**src/rtl/dmem_arbiter_pkg.sv**
```systemverilog
// Shared types and constants for the two-port data-memory arbiter.
package dmem_arb_pkg;

  localparam int DEF_ADDR_W = 32;
  localparam int DEF_DATA_W = 32;

  // Port indices into the packed request/grant vectors
  localparam int PORT_C = 0;
  localparam int PORT_D = 1;

  // Lock ownership state; the owner is encoded in the state itself
  typedef enum logic [1:0] {
    UNLOCKED = 2'd0,
    LOCKED_C = 2'd1,
    LOCKED_D = 2'd2
  } arb_state_e;

  // Map a winning port index to the locked state it would enter
  function automatic arb_state_e lock_state_of(input logic port);
    return port ? LOCKED_D : LOCKED_C;
  endfunction

endpackage

```
**src/rtl/dmem_arbiter_if.sv**
```systemverilog
// One requester's handshake and data bundle toward the arbiter.
// The requester side is the master; the arbiter side is the slave.
interface dmem_arbiter_if #(
  parameter int ADDR_W = 32,
  parameter int DATA_W = 32
) ();

  logic              req;
  logic              we;
  logic [ADDR_W-1:0] addr;
  logic [DATA_W-1:0] wdata;
  logic              lock;
  logic              gnt;
  logic              rvalid;
  logic [DATA_W-1:0] rdata;

  modport master (
    output req, we, addr, wdata, lock,
    input  gnt, rvalid, rdata
  );

  modport slave (
    input  req, we, addr, wdata, lock,
    output gnt, rvalid, rdata
  );

endinterface

```
**src/rtl/dmem_arbiter_arb2_pick.sv**
```systemverilog
// Combinational two-way picker: honours an active lock owner, otherwise
// resolves ties by round-robin or fixed priority toward port c.
module arb2_pick
  import dmem_arb_pkg::*;
(
  input  logic [1:0] req,
  input  logic       last_gnt,
  input  logic       prio_mode,
  input  arb_state_e lock_owner,
  output logic [1:0] gnt
);

  // One-hot grant selection
  always_comb begin
    gnt = 2'b00;
    case (lock_owner)
      LOCKED_C: gnt[PORT_C] = 1'b1;
      LOCKED_D: gnt[PORT_D] = 1'b1;
      default: begin
        if (req[PORT_C] && req[PORT_D]) begin
          // Round-robin hands the tie to whoever did not win last
          if (prio_mode || (last_gnt == 1'(PORT_D))) begin
            gnt[PORT_C] = 1'b1;
          end else begin
            gnt[PORT_D] = 1'b1;
          end
        end else begin
          gnt = req;
        end
      end
    endcase
  end

endmodule

```
**src/rtl/dmem_arbiter.sv**
```systemverilog
// Shares a single-port word-addressed data memory between the core (c)
// and a debug/loader port (d). Grants are combinational, writes commit at
// the granting edge, reads return one cycle later in a per-port register.
module dmem_arbiter
  import dmem_arb_pkg::*;
#(
  parameter int ADDR_W    = DEF_ADDR_W,
  parameter int DATA_W    = DEF_DATA_W,
  parameter int PRIO_MODE = 0,
  parameter int LOCK_MAX  = 4
) (
  input  logic              clk,
  input  logic              rst_n,
  dmem_arbiter_if.slave     c,
  dmem_arbiter_if.slave     d,
  output logic [ADDR_W-1:0] mem_A,
  output logic              mem_WE,
  output logic [DATA_W-1:0] mem_WD,
  input  logic [DATA_W-1:0] mem_RD,
  output logic              lock_to
);

  localparam int              CNT_W   = $clog2(LOCK_MAX + 1);
  localparam logic [CNT_W-1:0] CNT_MAX = CNT_W'(LOCK_MAX);

  arb_state_e        state_q, state_d;
  logic [CNT_W-1:0]  lock_cnt_q, lock_cnt_d;
  logic              last_gnt_q, last_gnt_d;
  logic              lock_to_q, lock_to_d;
  logic              c_rvalid_q, c_rvalid_d;
  logic              d_rvalid_q, d_rvalid_d;
  logic [DATA_W-1:0] c_rdata_q, c_rdata_d;
  logic [DATA_W-1:0] d_rdata_q, d_rdata_d;

  logic [1:0]        req_v;
  logic [1:0]        lock_v;
  logic [1:0]        we_v;
  logic              held;
  arb_state_e        hold_owner;
  logic [1:0]        pick_gnt;
  logic [1:0]        gnt;
  logic              win_port;

  // Decide whether the current lock owner still keeps the memory this cycle
  always_comb begin
    req_v      = {d.req, c.req};
    lock_v     = {d.lock, c.lock};
    we_v       = {d.we, c.we};
    held       = 1'b0;
    hold_owner = UNLOCKED;
    if ((state_q == LOCKED_C) && c.req && c.lock) begin
      held       = 1'b1;
      hold_owner = LOCKED_C;
    end else if ((state_q == LOCKED_D) && d.req && d.lock) begin
      held       = 1'b1;
      hold_owner = LOCKED_D;
    end
  end

  arb2_pick u_pick (
    .req        (req_v),
    .last_gnt   (last_gnt_q),
    .prio_mode  (PRIO_MODE != 0),
    .lock_owner (hold_owner),
    .gnt        (pick_gnt)
  );

  // State, lock counter, last winner and response registers
  always_ff @(posedge clk) begin
    if (!rst_n) begin
      state_q    <= UNLOCKED;
      lock_cnt_q <= '0;
      last_gnt_q <= 1'(PORT_D);
      lock_to_q  <= 1'b0;
      c_rvalid_q <= 1'b0;
      d_rvalid_q <= 1'b0;
      c_rdata_q  <= '0;
      d_rdata_q  <= '0;
    end else begin
      state_q    <= state_d;
      lock_cnt_q <= lock_cnt_d;
      last_gnt_q <= last_gnt_d;
      lock_to_q  <= lock_to_d;
      c_rvalid_q <= c_rvalid_d;
      d_rvalid_q <= d_rvalid_d;
      c_rdata_q  <= c_rdata_d;
      d_rdata_q  <= d_rdata_d;
    end
  end

  // Next lock state: continue, time out, acquire, or fall back to unlocked
  always_comb begin
    state_d    = state_q;
    lock_cnt_d = lock_cnt_q;
    last_gnt_d = last_gnt_q;
    lock_to_d  = 1'b0;
    if (held) begin
      last_gnt_d = win_port;
      if (lock_cnt_q >= (CNT_MAX - 1'b1)) begin
        // This grant uses up the lock budget; release and flag it next cycle
        state_d    = UNLOCKED;
        lock_cnt_d = '0;
        lock_to_d  = 1'b1;
      end else begin
        lock_cnt_d = lock_cnt_q + 1'b1;
      end
    end else if (|gnt) begin
      last_gnt_d = win_port;
      if (lock_v[win_port]) begin
        state_d    = lock_state_of(win_port);
        lock_cnt_d = CNT_W'(1);
      end else begin
        state_d    = UNLOCKED;
        lock_cnt_d = '0;
      end
    end else begin
      state_d    = UNLOCKED;
      lock_cnt_d = '0;
    end
  end

  // Grants, memory drive and read-capture values
  always_comb begin
    gnt        = rst_n ? pick_gnt : 2'b00;
    win_port   = gnt[PORT_D];
    mem_A      = gnt[PORT_D] ? d.addr  : c.addr;
    mem_WD     = gnt[PORT_D] ? d.wdata : c.wdata;
    mem_WE     = |(gnt & we_v);
    c_rvalid_d = gnt[PORT_C] & ~c.we;
    d_rvalid_d = gnt[PORT_D] & ~d.we;
    c_rdata_d  = c_rvalid_d ? mem_RD : c_rdata_q;
    d_rdata_d  = d_rvalid_d ? mem_RD : d_rdata_q;
  end

  assign c.gnt    = gnt[PORT_C];
  assign d.gnt    = gnt[PORT_D];
  assign c.rvalid = c_rvalid_q;
  assign d.rvalid = d_rvalid_q;
  assign c.rdata  = c_rdata_q;
  assign d.rdata  = d_rdata_q;
  assign lock_to  = lock_to_q;

endmodule

```
**src/flat_wrapper.sv**
```systemverilog
// flat-port wrapper written by rule: the top's interface ports become plain ports
module dmem_arbiter_flat import dmem_arb_pkg::*;
#(
  parameter int ADDR_W    = DEF_ADDR_W,
  parameter int DATA_W    = DEF_DATA_W,
  parameter int PRIO_MODE = 0,
  parameter int LOCK_MAX  = 4
)
  (clk, rst_n, mem_A, mem_WE, mem_WD, mem_RD, lock_to, c_req, c_we, c_addr, c_wdata, c_lock, c_gnt, c_rvalid, c_rdata, d_req, d_we, d_addr, d_wdata, d_lock, d_gnt, d_rvalid, d_rdata);
  dmem_arbiter_if #(.ADDR_W(ADDR_W), .DATA_W(DATA_W)) c_i ();
  dmem_arbiter_if #(.ADDR_W(ADDR_W), .DATA_W(DATA_W)) d_i ();
  input  logic clk;
  input  logic rst_n;
  output logic [ADDR_W-1:0] mem_A;
  output logic mem_WE;
  output logic [DATA_W-1:0] mem_WD;
  input  logic [DATA_W-1:0] mem_RD;
  output logic lock_to;
  input wire logic [$bits(c_i.req)-1:0] c_req;
  input wire logic [$bits(c_i.we)-1:0] c_we;
  input wire logic [$bits(c_i.addr)-1:0] c_addr;
  input wire logic [$bits(c_i.wdata)-1:0] c_wdata;
  input wire logic [$bits(c_i.lock)-1:0] c_lock;
  output wire logic [$bits(c_i.gnt)-1:0] c_gnt;
  output wire logic [$bits(c_i.rvalid)-1:0] c_rvalid;
  output wire logic [$bits(c_i.rdata)-1:0] c_rdata;
  input wire logic [$bits(d_i.req)-1:0] d_req;
  input wire logic [$bits(d_i.we)-1:0] d_we;
  input wire logic [$bits(d_i.addr)-1:0] d_addr;
  input wire logic [$bits(d_i.wdata)-1:0] d_wdata;
  input wire logic [$bits(d_i.lock)-1:0] d_lock;
  output wire logic [$bits(d_i.gnt)-1:0] d_gnt;
  output wire logic [$bits(d_i.rvalid)-1:0] d_rvalid;
  output wire logic [$bits(d_i.rdata)-1:0] d_rdata;
  assign c_i.req = c_req;
  assign c_i.we = c_we;
  assign c_i.addr = c_addr;
  assign c_i.wdata = c_wdata;
  assign c_i.lock = c_lock;
  assign c_gnt = c_i.gnt;
  assign c_rvalid = c_i.rvalid;
  assign c_rdata = c_i.rdata;
  assign d_i.req = d_req;
  assign d_i.we = d_we;
  assign d_i.addr = d_addr;
  assign d_i.wdata = d_wdata;
  assign d_i.lock = d_lock;
  assign d_gnt = d_i.gnt;
  assign d_rvalid = d_i.rvalid;
  assign d_rdata = d_i.rdata;
  dmem_arbiter #(.ADDR_W(ADDR_W), .DATA_W(DATA_W), .PRIO_MODE(PRIO_MODE), .LOCK_MAX(LOCK_MAX)) u_core (.clk(clk), .rst_n(rst_n), .c(c_i), .d(d_i), .mem_A(mem_A), .mem_WE(mem_WE), .mem_WD(mem_WD), .mem_RD(mem_RD), .lock_to(lock_to));
endmodule
```
**config.mk**
```make
export PLATFORM = sky130hd
export DESIGN_NAME = dmem_arbiter_flat
export DESIGN_NICKNAME = d
export VERILOG_FILES = /design/src/rtl/dmem_arbiter_pkg.sv /design/src/rtl/dmem_arbiter_if.sv /design/src/rtl/dmem_arbiter_arb2_pick.sv /design/src/rtl/dmem_arbiter.sv /design/src/flat_wrapper.sv
export SDC_FILE = /design/constraint.sdc
export NUM_CORES = 1
export LEC_CHECK = 0
export BUFFER_PORTS_ARGS = -buffer_cell sky130_fd_sc_hd__buf_2
export CORE_AREA = 2 2 116 118
export DETAILED_ROUTE_END_ITERATION = 10
export DIE_AREA = 0 0 118 120
export GPL_TIMING_DRIVEN = 0
export PLACE_DENSITY = 0.61
export SLEW_MARGIN = 20
export SYNTH_ARGS = -nofsm -noshare
export SYNTH_HDL_FRONTEND = slang
export SYNTH_SLANG_ARGS = --single-unit
```
**constraint.sdc**
```tcl
create_clock -name clk -period 2.35 [get_ports clk]
set_input_delay 0.47 -clock clk [delete_from_list [all_inputs] [get_ports clk]]
set_output_delay 0.47 -clock clk [all_outputs]
set_load 0.1 [all_outputs]
```
==> results of run 1 <==
-- registers in the layout, summed over array words and instances (netlist names) --
| name | cells |
|---|---|
| u_core.c.rdata | 32 |
| u_core.c.rvalid | 1 |
| u_core.d.rdata | 32 |
| u_core.d.rvalid | 1 |
| u_core.last_gnt_q | 1 |
| u_core.lock_cnt_q | 3 |
| u_core.lock_to | 1 |
| u_core.state_q | 2 |
-- synth_stat cells, types with 2 or more instances --
cell type,n,area (um2)
nand2_1,286,1070
dfxtp_1,73,1460
inv_1,35,131
mux2i_1,32,320
o21ai_2,29,254
clkbuf_1,10,37.5
buf_2,7,35.0
nand2_2,6,37.5
buf_4,5,37.5
buf_12,4,80.1
nor2_1,4,15.0
buf_6,3,33.8
o21ai_1,3,15.0
and2_1,2,12.5
buf_8,2,30.0
ha_1,2,25.0
o21ai_0,2,10.0
-- kinds of logic after synthesis --
kind of cell	Yosys count	share of synthesized area [%]
buf+inv	68	10.4
compound gates	42	9.65
simple gates	308	32.4
flops	73	38.5
fa+ha+maj	2	0.658
mux	32	8.43
-- routing by layer --
layer / share of wire, % / GRT usage (%) / vias up
met5: 0.31 / 0 / -
met4: 3.2 / 7.98 / 6
met3: 8.3 / 7.46 / 31
met2: 48 / 35.8 / 195
met1: 40 / 24.5 / 2008
li1: - / - / 2259
-- report_power, final --
part           leakage, nW  switching (mW)  internal [mW]
Combinational         2.99            1.58          0.680
Clock                0.142           0.508          0.767
Sequential           0.597          0.0318           1.30
-- stage by stage --
step           instance area, um2  std cells
2_1_floorplan                4020        525
3_3_place_gp                 5740       1001
3_5_place_dp                 5740       1001
4_1_cts                      7130       1021
5_1_grt                      7230       1022
6_report                     7230       1022
-- worst min-delay path, delay by kind of cell --
| family | cells | cell delay (ns) |
|---|---|---|
| compound gates | 1 | 0.04 |
| buf+inv | 1 | 0.08 |
| simple gates | 1 | 0.05 |
-- cell usage in the layout, fill, tap and decap left out, drive strengths merged, types with 2 or more instances in the layout --
cell type	netlist	routed
and2	2	2
dfxtp	73	73
inv	36	37
o21ai	34	34
clkinv	0	3
nand2	292	292
buf	21	325
a211oi	2	2
nor2	4	4
clkbuf	11	23
mux2i	32	32
ha	2	2
-- worst min-delay path by stage --
stage,end,start,cells after the start,slack [ns]
after global placement,u_core.d.rdata[12]$_SDFFE_PN0P_,u_core.d.rdata[12]$_SDFFE_PN0P_,2,0.44
after detailed placement,u_core.d.rdata[16]$_SDFFE_PN0P_,u_core.d.rdata[16]$_SDFFE_PN0P_,2,0.45
final,u_core.d.rdata[18]$_SDFFE_PN0P_,mem_RD[18],3,0.35
after floorplan,u_core.state_q[0]$_SDFFE_PN0P_,u_core.state_q[0]$_SDFFE_PN0P_,2,0.47
after global routing,u_core.d.rdata[31]$_SDFFE_PN0P_,mem_RD[31],3,0.35
after CTS,u_core.d.rdata[18]$_SDFFE_PN0P_,mem_RD[18],3,0.34
-- area by class of cell --
type,count,area share (%)
flip-flops and latches,73,20.3
clock buffers,11,3.49
inverters,36,1.94
plain buffers,32,4.51
multi-input cells,384,30.9
well taps,176,3.04
repair buffers,306,35.5
clock inverters,4,0.381
-- what timing repair did --
| item | 4_1_cts | 5_1_grt |
|---|---|---|
| pin swaps | 16 | 1 |
| cloned | 2 | 1 |
| setup buffers | 3 | 0 |
| endpoints found under the setup margin | 66 | 67 |
| gates resized for setup | 289 | 23 |
==> flow_summary.yaml, run 1 <==
global_routing:
  antenna_found_initial: 3
  overflow: 0
  grt_pass1_vias: 4370
  grt_util_all_layers_pct: 21.1
  grt_max_degree: 13
  grt_first_pass_wirelength_um: 23600
place:
  place_ws_ns: -0.425
  dp_hpwl_um: 11700
  io_buffer_count: 300
  gp_congestion: 0.851
cts:
  cts_max_path_buffers: 2
  root_buffer: "clkbuf_16"
  cts_tree: "built"
  hold_buffers: 0
  cts-buffers-inserted: 9
  clock_latency_ns: 0.33
  cts.clk_slew.worst_paths_ns: 0.06
  htreeDepth: 3
  clkSinkCount: 73
worst_setup_path:
  rr_startpoint: "u_core.state_q[1]$_SDFFE_PN0P_"
  start_kind: "register"
  r2r_end: "u_core.d.rdata[12]$_SDFFE_PN0P_"
  critPathSlowestCell: "a211o_4"
  critPathKind: "register to primary output"
  setup.worst_path.end: "mem_WD[17]"
  r2r_cells: 5
  crit_path_max_incr_delay_ns: 0.38
  crit_path_start: "u_core.state_q[0]$_SDFFE_PN0P_"
  crit_path_cell_trace: "nand3b_4 -> a211o_4 -> inv_6 -> buf_12 -> buf_8 -> nand2_1 -> nand2_2 -> buf_12"
  cp.depth: 8
  critPathMaxFanout: 10
  crit_path_end_kind: "primary output"
  cp.arrival_ns: 1.91
  cp_top_family: "buffers and inverters"
  crit_path_frequent_cell: "buf_12"
  cp_num_buf_inv: 4
  r2r_slack_ns: 0.63
  crit_required_ns: 1.88
cells_and_area:
  fillers: 1216
  utilization_pct: 55.7
  antenna_cells: 0
  synthToLayoutAreaGrowth_pct: 90.4
  layout.nets: 1012
  multi_input_comb_area_um2: 2230
  seq_area_um2: 1470
  drive_above_1_share_pct: 56.0
die:
  pin_count: 302
  die_w_um: 118
  start_util_pct: 29.3
  rows: 42
  core_um2: 13000
  dieArea_um2: 14200
  die-height_um: 120
run_status:
  violations: "negative setup slack"
  status: "complete, but fails checks"
sta:
  min_period_ns: 2.38
  slew_viol_final: 0
  slew_headroom_pct: 64.4
  hold_ws_ns: 0.349
  setup_ws_ns: -0.0331
  tightest_slew_ns: 0.535
  finClkSkew_ns: 0.00552
  hold_violations: 0
  rsz0062_at_grt: "yes"
  setup_tns_ns: -0.214
  fin_crit_sh_pct: 101
  finalSetupViolations: 24
  timing.fmax_ghz: 0.420
synthesis:
  synth_cell_types: 37
  avgSynthCellArea_um2: 7.24
  yosys_register_bits: 73
  netlist_area_um2: 3800
  async_flop_share_pct: 0
  synth_nets: 695
  synth-seq-area-share_pct: 38.5
  ys.flop_type: "dfxtp_1"
  synthCells: 525
  yosysWarningCount: 0
  synth_edf_count: 0
pwr:
  power_leakage_nw: 3.73
  power_mw: 4.86
  peakVddDrop_mv: 0.493
  power_density_nw_per_um2: 672
drt:
  drt_iter0_drc: 95
  routed_wl_um: 15500
  dr.pass1.iters: 4
  vias: 4499
  route.detailed.drc: 0
  avgRoutedWirePerCell_um: 15.2
  vias_per_cell: 4.40
  antenna_left: 0
min_path:
  min_path_type: "primary input to register"
run:
  drv_cap: 0
No activity file was read; power rests on OpenSTA's default activity.
==> run 2, diff against run 1 <==
Settings changed: ABC_AREA set to 1, CORE_AREA 2 2 116 118 to 2 2 119 121, DIE_AREA 0 0 118 120 to 0 0 121 123, PLACE_DENSITY 0.61 to 0.63.
==> run 2 against run 1 <==
The run now ends clean. Wire length up 18%. Worst hold slack better by 0.049 ns. Sequential power about the same. Flip-flop and latch count is the same. First-iteration DRC count rose to 4.1 times the previous value. Cell count is 24% higher. Non-clock buffer count rose by 15. Global-route usage is 1.4 points higher. Register-to-register slack improved by 0.16 ns. Clock-buffer cell count unchanged. Clock power shrank 3%. Sequential share of layout area down 0.059 points. Largest cell class unchanged. Largest power group unchanged.
==> flow_summary.yaml, run 2 <==
min_path:
  min_path_type: "primary input to register"
pwr:
  power_density_nw_per_um2: 672
  p_clk_share_pct: 25.4
  swShare_pct: 45.9
  power_leakage_nw: 4.45
  p_int_mw: 2.63
  power_mw: 4.87
  seqPwrFrac_pct: 27.5
  peakVddDrop_mv: 0.339
  p_comb_share_pct: 47.1
  switchingPower_mw: 2.24
sta:
  setup_tns_ns: 0
  tightest_slew_ns: 0.559
  slew_viol_final: 0
  timing.fmax_ghz: 0.432
  slew_headroom_pct: 62.7
  finalSetupViolations: 0
  rsz0062_at_grt: "yes"
  min_period_ns: 2.31
  hold_violations: 0
  fin_crit_sh_pct: 98.4
  finClkSkew_ns: 0.00413
worst_setup_path:
  crit_path_cell_trace: "nand2_1 -> nand2_2 -> inv_1 -> nor2_2 -> nor2_4 -> buf_4 -> buf_8 -> clkbuf_16 -> nand2_1 -> nand2_2 -> buf_12"
  cp_top_family: "buffers and inverters"
  critPathKind: "register to primary output"
  critPathSlowestCell: "dfxtp_1"
  crit_required_ns: 1.88
  cp.arrival_ns: 1.84
  start_kind: "register"
  critPathMaxFanout: 6
  crit_path_max_incr_delay_ns: 0.35
  cp_num_buf_inv: 5
  crit_path_end_kind: "primary output"
cells_and_area:
  synthToLayoutAreaGrowth_pct: 64.9
  fin_area_um2: 7240
  fin_cells: 1267
  drive_above_1_share_pct: 39.7
  utilization_pct: 53.2
  fillers: 1392
  layout.nets: 1255
  layout_commonest_cell: "nand2_1"
  layout.cells.most_common_list: "321 x nand2_1, 253 x buf_2, 132 x inv_1, 71 x dfxtp_1, 67 x nand4_1"
drt:
  route.detailed.drc: 0
  dr.pass1.iters: 4
  drt_iter0_drc: 385
  antenna_left: 0
  vias_per_cell: 4.46
  routed_wl_um: 18200
  vias: 5654
  avgRoutedWirePerCell_um: 14.4
cts:
  root_buffer: "clkbuf_16"
  cts_max_path_buffers: 2
  cts.clk_slew.worst_paths_ns: 0.05
  cts_tree: "built"
  cts-buffers-inserted: 9
  clkSinkCount: 73
  hold_buffers: 0
  clock_latency_ns: 0.33
  htreeDepth: 3
global_routing:
  grt_util_all_layers_pct: 22.5
  grt_pass1_vias: 5056
  antenna_found_initial: 1
  grt_max_degree: 11
  grt_first_pass_wirelength_um: 26100
  overflow: 0
place:
  dp_hpwl_um: 14000
  gp_congestion: 0.849
  dpl_cell_area_um2: 6250
  io_buffer_count: 300
  dp.cells: 1248
die:
  core_um2: 13600
  die_w_um: 121
  dieArea_um2: 14900
  die-height_um: 123
  start_util_pct: 32.3
  pin_count: 302
  rows: 43
synthesis:
  synth_most_common_cell: "nand2_1"
  yosys_register_bits: 73
  yosysTopAreaCellShare_pct: 33.3
  synth_nets: 938
  netlist_area_um2: 4390
  avgSynthCellArea_um2: 5.72
  synthCells: 768
  synthTopCellsByCount: "374 x nand2_1, 132 x inv_1, 73 x dfxtp_1"
  synth_top_cells_by_area: "dfxtp_1 33%, nand2_1 32%, inv_1 11%"
  yosysWarningCount: 0
  async_flop_share_pct: 0
  synth_edf_count: 0
  synth-seq-area-share_pct: 33.3
  synth_top_area_cell: "dfxtp_1"
  ys.flop_type: "dfxtp_1"
  synth_cell_types: 22
run:
  drv_cap: 0
run_status:
  status: "complete, no violations"
## run 2: final timing paths
kind | from | endpoint | slack (ns) | depth (start not counted)
hold reg to reg | u_core.d.rdata[17]$_SDFFE_PN0P_ | u_core.d.rdata[17]$_SDFFE_PN0P_ | 0.50 | 4
setup reg to reg | u_core.state_q[1]$_SDFFE_PN0P_ | u_core.d.rdata[27]$_SDFFE_PN0P_ | 0.79 | 10
hold / removal | mem_RD[29] | u_core.c.rdata[29]$_SDFFE_PN0P_ | 0.40 | 3
setup / recovery | u_core.last_gnt_q$_SDFFE_PN1P_ | mem_WD[30] | 0.04 | 11
## run 2: worst reg2reg max path: cells and delay by family (launching register included)
family,cells,cell delay [ns]
buf+inv,4,0.49
flops,1,0.36
simple gates,6,0.64
## run 2: layout make-up
| cell class | instances | area (um2) | share of cell area [%] |
|---|---|---|---|
| Antenna cell | 1 | 2.50 | 0.0346 |
| Buffer | 47 | 287 | 3.96 |
| Clock buffer | 11 | 253 | 3.49 |
| Clock inverter | 1 | 5.00 | 0.0691 |
| Inverter | 146 | 548 | 7.57 |
| Multi-Input combinational cell | 502 | 2290 | 31.7 |
| Sequential cell | 73 | 1460 | 20.2 |
| Tap cell | 180 | 225 | 3.11 |
| Timing Repair Buffer | 306 | 2160 | 29.9 |
## run 2: cell families (layout without fill, tap and decap cells)
logic type / after synthesis / in the layout / synth area share (%)
and+or+nand+nor: 498 / 498 / 47.9
buffers and inverters: 193 / 511 / 18.0
AOI/OAI and AO/OA: 2 / 2 / 0.256
other: 0 / 1 / 0
adders and majority gates: 2 / 2 / 0.570
DFF: 73 / 73 / 33.3
## run 2: routing by layer
metal  share of wire (%)  vias to the layer above  global-route usage, %
met2                  51                      238                   39.2
met3                 8.2                       39                   7.01
met5               0.088                        -                      0
li1                    -                     2908                      -
met1                  38                     2467                   25.8
met4                 2.8                        2                   8.72
## run 2: power groups by stage
stage	Combinational, mW	Clock [mW]	Sequential [mW]
after floorplan	1.17	0	1.79
after global placement	2.02	0	1.36
after detailed placement	2.03	0	1.36
after CTS	2.16	1.25	1.34
after global routing	2.39	1.31	1.34
final	2.29	1.24	1.34
## run 2: repair_timing
action	4_1_cts	5_1_grt
endpoints found under the setup margin	65	64
resized for setup	114	88
cloned	0	2
setup buffers	2	2
pin swaps	2	0
## run 2: through the flow
stage	setup WS (ns)	hold WS [ns]
after floorplan	-0.0650	0.479
after global placement	-0.297	0.496
after detailed placement	-0.304	0.494
after CTS	0.000183	0.389
after global routing	-0.0501	0.410
final	0.0375	0.398
==> run 3, diff against run 2 <==
Settings changed: GPL_ROUTABILITY_DRIVEN set to 0, GPL_TIMING_DRIVEN 0 to not set.
==> run 3 against run 2 <==
Fmax increased by 3.2%. Critical path depth is 1 lower. Combinational power up 5%. Clock skew is essentially flat. Largest cell class unchanged. Clock-buffer cell count is 3 higher. Sequential share of layout area shrank 0.78 points. Die area unchanged. Core utilization is 2.1 points higher. Sequential power about the same.
==> flow_summary.yaml, run 3 (synthesized netlist as in run 2, its figures left out) <==
run_status:
  status: "complete, no violations"
drt:
  drt_iter0_drc: 271
  dr.pass1.iters: 5
  routed_wl_um: 17400
  antenna_left: 0
  avgRoutedWirePerCell_um: 14.0
  vias: 5429
  route.detailed.drc: 0
  vias_per_cell: 4.39
worst_setup_path:
  crit_path_end_kind: "primary output"
  cp_num_buf_inv: 4
  critPathKind: "register to primary output"
  cp_top_family: "buffers and inverters"
  start_kind: "register"
  critPathMaxFanout: 21
  crit_path_cell_trace: "inv_2 -> nand2_1 -> nor2_2 -> nor2_2 -> nor2_4 -> buf_4 -> clkbuf_16 -> nand2_1 -> nand2_2 -> buf_12"
  cp.arrival_ns: 1.77
  crit_required_ns: 1.88
  critPathSlowestCell: "dfxtp_2"
  crit_path_max_incr_delay_ns: 0.34
min_path:
  min_path_type: "primary input to register"
global_routing:
  overflow: 0
  grt_max_degree: 64
  antenna_found_initial: 0
  grt_pass1_vias: 5058
  grt_first_pass_wirelength_um: 26000
  grt_util_all_layers_pct: 22.4
cts:
  cts.clk_slew.worst_paths_ns: 0.06
  hold_buffers: 0
  root_buffer: "clkbuf_16"
  cts_max_path_buffers: 2
  cts_tree: "built"
  clkSinkCount: 73
  cts-buffers-inserted: 9
  clock_latency_ns: 0.34
  htreeDepth: 3
die:
  die_w_um: 121
  pin_count: 302
  core_um2: 13600
  die-height_um: 123
  start_util_pct: 32.3
  dieArea_um2: 14900
  rows: 43
sta:
  slew_headroom_pct: 58.8
  hold_violations: 0
  tightest_slew_ns: 0.619
  finClkSkew_ns: 0.00458
  finalSetupViolations: 0
  fin_crit_sh_pct: 95.4
  setup_tns_ns: 0
  min_period_ns: 2.24
  slew_viol_final: 0
  setup_ws_ns: 0.108
  timing.fmax_ghz: 0.446
cells_and_area:
  fin_cells: 1238
  layout.cells.most_common_list: "323 x nand2_1, 233 x buf_2, 132 x inv_1, 71 x dfxtp_1, 69 x buf_12"
  layout_commonest_cell: "nand2_1"
  fillers: 1334
  synthToLayoutAreaGrowth_pct: 71.6
  drive_above_1_share_pct: 39.3
  layout.nets: 1222
  utilization_pct: 55.3
pwr:
  power_leakage_nw: 4.52
  p_comb_share_pct: 47.5
  seqPwrFrac_pct: 26.3
  switchingPower_mw: 2.26
  peakVddDrop_mv: 0.291
  power_mw: 5.08
  swShare_pct: 44.4
  p_clk_share_pct: 26.2
  power_density_nw_per_um2: 675
  p_int_mw: 2.83
place:
  place_ws_ns: 0.0696
  io_buffer_count: 301
  dp.cells: 1217
  dp_hpwl_um: 13400
run:
  drv_cap: 0
==> run 3: tightest hold or removal path, cell delays in order <==
cell	delay, ns
buf_2	0.09
nand4_1	0.07
nand2_1	0.06
==> run 3: power groups by stage <==
stage	sequential, mW	combinational [mW]	clock (mW)
2_1_floorplan	1.79	1.17	0
3_3_place_gp	1.36	2.40	0
3_5_place_dp	1.36	2.40	0
4_1_cts	1.34	2.41	1.36
5_1_grt	1.34	2.52	1.40
6_report	1.34	2.41	1.33
==> run 3: final cells by class <==
| type | instances | area (um2) | area share (%) |
|---|---|---|---|
| clock inverters | 2 | 10.0 | 0.133 |
| flip-flops and latches | 73 | 1460 | 19.4 |
| inverters | 146 | 548 | 7.28 |
| well taps | 180 | 225 | 2.99 |
| repair buffers | 320 | 2710 | 36.0 |
| clock buffers | 14 | 284 | 3.77 |
| diodes | 1 | 2.50 | 0.0332 |
| multi-input cells | 502 | 2290 | 30.4 |
==> run 3: what timing repair did <==
item / in CTS / in global routing
gates resized for setup: 0 / 10
setup endpoints to repair: 0 / 62
setup buffers: 0 / 3
==> run 3: through the flow <==
step | area, um2 | hold slack [ns]
floorplan | 4520 | 0.479
global placement | 7160 | 0.494
detailed placement | 7160 | 0.494
CTS | 7460 | 0.381
global route | 7530 | 0.395
finish | 7530 | 0.389
==> run 3: final timing paths <==
kind	start	depth (start not counted)	end	slack [ns]
worst max-delay path	u_core.state_q[0]$_SDFFE_PN0P_	10	mem_WD[14]	0.11
worst min-delay path	mem_RD[25]	3	u_core.c.rdata[25]$_SDFFE_PN0P_	0.39
worst max register to register	u_core.state_q[1]$_SDFFE_PN0P_	10	u_core.c.rdata[6]$_SDFFE_PN0P_	0.59
worst min register to register	u_core.d.rdata[10]$_SDFFE_PN0P_	4	u_core.d.rdata[10]$_SDFFE_PN0P_	0.51
==> run 3: per-layer routing <==
metal / track usage, % / part of all wire, % / vias to the layer above
li1: - / - / 2838
met1: 25.3 / 38 / 2355
met2: 39.0 / 50 / 209
met3: 7.33 / 8.6 / 27
met4: 8.72 / 3.0 / 0
met5: 0 / 0 / -
